### config.mk
export PLATFORM = sky130hd
export DESIGN_NAME = tick_counter
export DESIGN_NICKNAME = d
export VERILOG_FILES = /design/src/rtl/tick_counter.sv
export SDC_FILE = /design/constraint.sdc
export NUM_CORES = 1
export LEC_CHECK = 0
export ABC_CLOCK_PERIOD_IN_PS = 1600
export CORE_ASPECT_RATIO = 1.2
export CORE_MARGIN = 2
export CORE_UTILIZATION = 30
export CTS_BUF_LIST = sky130_fd_sc_hd__clkbuf_8 sky130_fd_sc_hd__clkbuf_16
export CTS_CLUSTER_SIZE = 20
export DETAILED_ROUTE_END_ITERATION = 10
export PLACE_DENSITY = 0.58
export SLEW_MARGIN = 20
export SYNTH_ARGS = -nofsm -noshare
export SYNTH_HDL_FRONTEND = slang
export SYNTH_SLANG_ARGS = --single-unit
### constraint.sdc
create_clock -name clk_in -period 1.6 [get_ports clk_in]
set_input_delay 0.32 -clock clk_in [delete_from_list [all_inputs] [get_ports clk_in]]
set_output_delay 0.32 -clock clk_in [all_outputs]
set_load 0.02 [all_outputs]
### src/rtl/tick_counter.sv
// rtl/tick_counter.sv - modulo-MAX up/down counter stepped by rising edges of a sampled divided clock
//
// Optional feature macro: TICK_COUNTER_SATURATE_EN
//   undefined : count wraps MAX->0 (up) and 0->MAX (down), wrap pulses on the wrap step
//   defined   : count holds at MAX (up) / 0 (down), the edge is rejected, wrap pulses
//
// Parameters:
//   WIDTH      count width in bits
//   MAX        highest count value, 1 <= MAX <= 2**WIDTH-1
//
// Ports:
//   clk_in     in   1      system clock, rising edge
//   reset_n    in   1      asynchronous active-low reset
//   tick_in    in   1      divided clock, treated as an asynchronous level
//   en         in   1      count enable, sampled in the edge cycle
//   up_down    in   1      1 = increment, 0 = decrement
//   load       in   1      synchronous load strobe, wins over a coincident edge
//   load_value in   WIDTH  value to load, clamped to MAX
//   count      out  WIDTH  registered count
//   step       out  1      one-cycle pulse each time count advances
//   wrap       out  1      one-cycle pulse on wrap (or rejected edge when saturating)

module tick_counter #(
    parameter int WIDTH = 8,
    parameter int MAX   = 255
) (
    input  logic             clk_in,
    input  logic             reset_n,
    input  logic             tick_in,
    input  logic             en,
    input  logic             up_down,
    input  logic             load,
    input  logic [WIDTH-1:0] load_value,
    output logic [WIDTH-1:0] count,
    output logic             step,
    output logic             wrap
);

    localparam logic [WIDTH-1:0] MAX_V   = WIDTH'(MAX);
    localparam logic [WIDTH-1:0] ONE_V   = WIDTH'(1);
    // The clamp compare is done one bit wider so it stays meaningful when
    // MAX is the largest value representable in WIDTH bits.
    localparam logic [WIDTH:0]   MAX_EXT = (WIDTH+1)'(MAX);

    logic             sync1;
    logic             sync2;
    logic             prev;
    logic             tick_edge;
    logic [WIDTH:0]   load_ext;
    logic             load_over;
    logic [WIDTH-1:0] count_nxt;
    logic             step_nxt;
    logic             wrap_nxt;

    // Synchronizer and history flops reset high so a tick_in that is already
    // high when reset releases is not mistaken for a rising edge.
    assign tick_edge = sync2 & ~prev;

    assign load_ext  = {1'b0, load_value};
    assign load_over = (load_ext > MAX_EXT);

    always_comb begin
        count_nxt = count;
        step_nxt  = 1'b0;
        wrap_nxt  = 1'b0;
        if (load) begin
            count_nxt = load_over ? MAX_V : load_value;
        end else if (tick_edge && en) begin
            if (up_down) begin
                if (count == MAX_V) begin
`ifdef TICK_COUNTER_SATURATE_EN
                    wrap_nxt  = 1'b1;
`else
                    count_nxt = '0;
                    step_nxt  = 1'b1;
                    wrap_nxt  = 1'b1;
`endif
                end else begin
                    count_nxt = count + ONE_V;
                    step_nxt  = 1'b1;
                end
            end else begin
                if (count == '0) begin
`ifdef TICK_COUNTER_SATURATE_EN
                    wrap_nxt  = 1'b1;
`else
                    count_nxt = MAX_V;
                    step_nxt  = 1'b1;
                    wrap_nxt  = 1'b1;
`endif
                end else begin
                    count_nxt = count - ONE_V;
                    step_nxt  = 1'b1;
                end
            end
        end
    end

    always_ff @(posedge clk_in or negedge reset_n) begin
        if (!reset_n) begin
            sync1 <= 1'b1;
            sync2 <= 1'b1;
            prev  <= 1'b1;
            count <= '0;
            step  <= 1'b0;
            wrap  <= 1'b0;
        end else begin
            sync1 <= tick_in;
            sync2 <= sync1;
            prev  <= sync2;
            count <= count_nxt;
            step  <= step_nxt;
            wrap  <= wrap_nxt;
        end
    end

endmodule
==> out/metrics.cfg <==
[critical_path]
rr_startpoint=count[0]$_DFFE_PN0P_
path_class=reg2reg
end_kind=flip-flop
r2r_cells=7
worst_ep_arrival_time_ps=1750
worst_ep_required_time_ps=1730
reg2reg_setup_slack_ps=-20
r2r-end=count[6]$_DFFE_PN0P_
path_max_fanout=5
crit_path_start_kind=flip-flop
crit_start=count[0]$_DFFE_PN0P_

[placement]
dp.cells=180
dp_hpwl_mm=2.14
numPortBuffers=23
gp_congestion=0.874

[logic_synthesis]
synthMostInstantiatedCell=dfrtp_1
ys_top_cells_by_count=dfrtp_1 (10), nand3_1 (9), nand2_1 (8)
synth_xor_area_share_pct=3.65
synth_top_area_share_pct=26.0
postSynthCellCount=103
syn_area_um2=961
muxShareOfSynthArea_pct=0
synth_compound_area_share_pct=24.6
ys_ff_latch=13
synth-simple-area-share_pct=26.6
synth_area_leaders=dfrtp_1 (26%), dfstp_2 (8.2%), nand3_1 (4.7%)
synthFlopType=dfrtp_1
yosys.area.top_type=dfrtp_1
yosysWarnings=0
ys_seq_area_share_pct=34.2
synth_top_family_by_area=simple AND/OR/NAND/NOR gates
syn_area_per_cell_um2=9.33
synth_nets=120
synth_adder_area_share_pct=3.91
ys_types=45
async_reset_ff_share_pct=100
synth-edff-count=0

[clock_tree]
clock_sinks=13
clk_latency_ps=250
clockBufferDepth=2
numCtsBuffers=3
cts_hold_buf=0
clkTransAtPathRegs_ps=60
cts_tree=yes
root_buffer=clkbuf_8
htreeDepth=1

[timing]
fin_ws_ps=-21.8
worstMarginPinSlew_ps=364
max_freq_mhz=617
fin_crit_sh_pct=101
setup_violations=2
hold_viol=0
finalSetupTns_ps=-30.0
slew_violations=0
min_period_ps=1620
fin_skew_ps=4.06
maxSlewHeadroom_pct=75.5
rsz0062_at_grt=yes

[global_route]
grt_use_met1_pct=18.4
grt_pass1_wl_mm=4.64
grt_use_met2_pct=29.8
antenna_found_initial=0
grt_use_total_pct=16.2
grt_pass1_vias=1006
met3_usage_pct=3.52
grt.busiest_layer=met2
overflow=0
grt_max_degree=12

[power_and_ir_drop]
pwr-share-comb_pct=36.2
leakagePower_uw=0.000615
p_switching_uw=371
swShare_pct=33.3
power_density_nw_per_um2=752
p_seq_share_pct=36.8
internal_power_uw=743
pwr-share-clk_pct=27.0
ir_worst_vdd_mv=0.409

[route]
vias_per_cell=5.34
initialDrtViolationCount=13
route.detailed.drc=0
vias=988
wl_per_cell_um=14.6
drtPass1Iterations=4
final_antenna_net_count=0
drt_wl_total_mm=2.71

[min_path]
min_path_type=in2async

[finish]
stdcell_count=185
syn_to_final_growth_pct=54.3
drive_above_1_share_pct=37.6
insertedDiodeCount=0
nets=167

[status]
outcome=finished with violations
violations=negative setup slack

[floorplan]
die_x_um=55.7
die-area_um2=3670
io_pins=24
row_count=22
start_util_pct=31.4
die_y_um=66.0
core_um2=3060

[flow_run]
drv_cap=0

worst max path at each step:
| stage | cells after the start | slack [ps] | endpoint |
|---|---|---|---|
| 3_5_place_dp | 5 | -180 | count[6]$_DFFE_PN0P_ |
| 2_1_floorplan | 7 | -70 | count[6]$_DFFE_PN0P_ |
| 5_1_grt | 7 | -130 | count[6]$_DFFE_PN0P_ |
| 4_1_cts | 7 | -70 | count[6]$_DFFE_PN0P_ |
| 3_3_place_gp | 5 | -160 | count[6]$_DFFE_PN0P_ |
| 6_report | 7 | -20 | count[6]$_DFFE_PN0P_ |
cells in the final DEF (no fill, tap or decap), types with 4 or more instances in the layout:
| cell | instances |
|---|---|
| a21oi_1 | 5 |
| buf_4 | 23 |
| clkdlybuf4s50_1 | 15 |
| dfrtp_1 | 4 |
| dfrtp_2 | 6 |
| dlygate4sd2_1 | 8 |
| nand2_1 | 8 |
| nand3_1 | 9 |
| nor2_1 | 7 |
state kept, by name (all words and copies together) (netlist names):
name / cells
sync1: 1
count: 8
sync2: 1
prev: 1
step: 1
wrap: 1
critical path, cell delays in order, from the launching register on:
cell and delay (ps):
dfrtp_2 420, inv_4 50, ha_4 150, nor4b_4 120
buf_6 130, a311oi_4 270, a31oi_1 130, o221a_2 230
what timing repair did:
item,CTS,global route
gates cloned,0,0
endpoints found under the setup margin,13,6
endpoints found under the hold margin,0,0
pin swaps,1,3
gates resized for setup,11,12
setup buffers,1,0
cells by family (layout without fill, tap and decap cells):
group / after synthesis / in the layout
buffers and inverters: 11 / 57
and+or+nand+nor: 41 / 41
xor gates and xnor gates: 4 / 4
DFF: 13 / 13
AOI/OAI and AO/OA: 31 / 31
adders and majority gates: 3 / 3
power by group through the flow:
stage,Clock (µW),Combinational (µW),Sequential [µW]
floorplan,0,194,429
global placement,0,396,412
detailed placement,0,400,415
CTS,314,392,409
global route,326,440,417
finish,301,403,411
routing by layer:
layer	share of wire [%]	up-vias
li1	-	478
met1	42	478
met2	53	26
met3	3.2	6
met4	1.6	0
met5	0	-
cell type report:
class / instances / area, µm²
fillers: 333 / 1570
flip-flops and latches: 13 / 337
well taps: 36 / 45.0
multi-input cells: 79 / 618
clock inverters: 1 / 5.00
repair buffers: 48 / 415
inverters: 5 / 21.3
clock buffers: 3 / 41.3
per-stage QoR:
stage / util [%] / instance area [µm²] / hold WS [ps] / power [µW] / worst slack (ps)
after global placement: 45.3 / 1390 / 346 / 809 / -157
after detailed placement: 45.3 / 1390 / 354 / 815 / -178
after CTS: 47.2 / 1440 / 301 / 1120 / -65.3
final: 48.5 / 1480 / 298 / 1110 / -21.8
after global routing: 48.5 / 1480 / 313 / 1180 / -129
after floorplan: - / 982 / 24.4 / 623 / -70.3
Note: power is estimated with default switching activity, not from simulation.
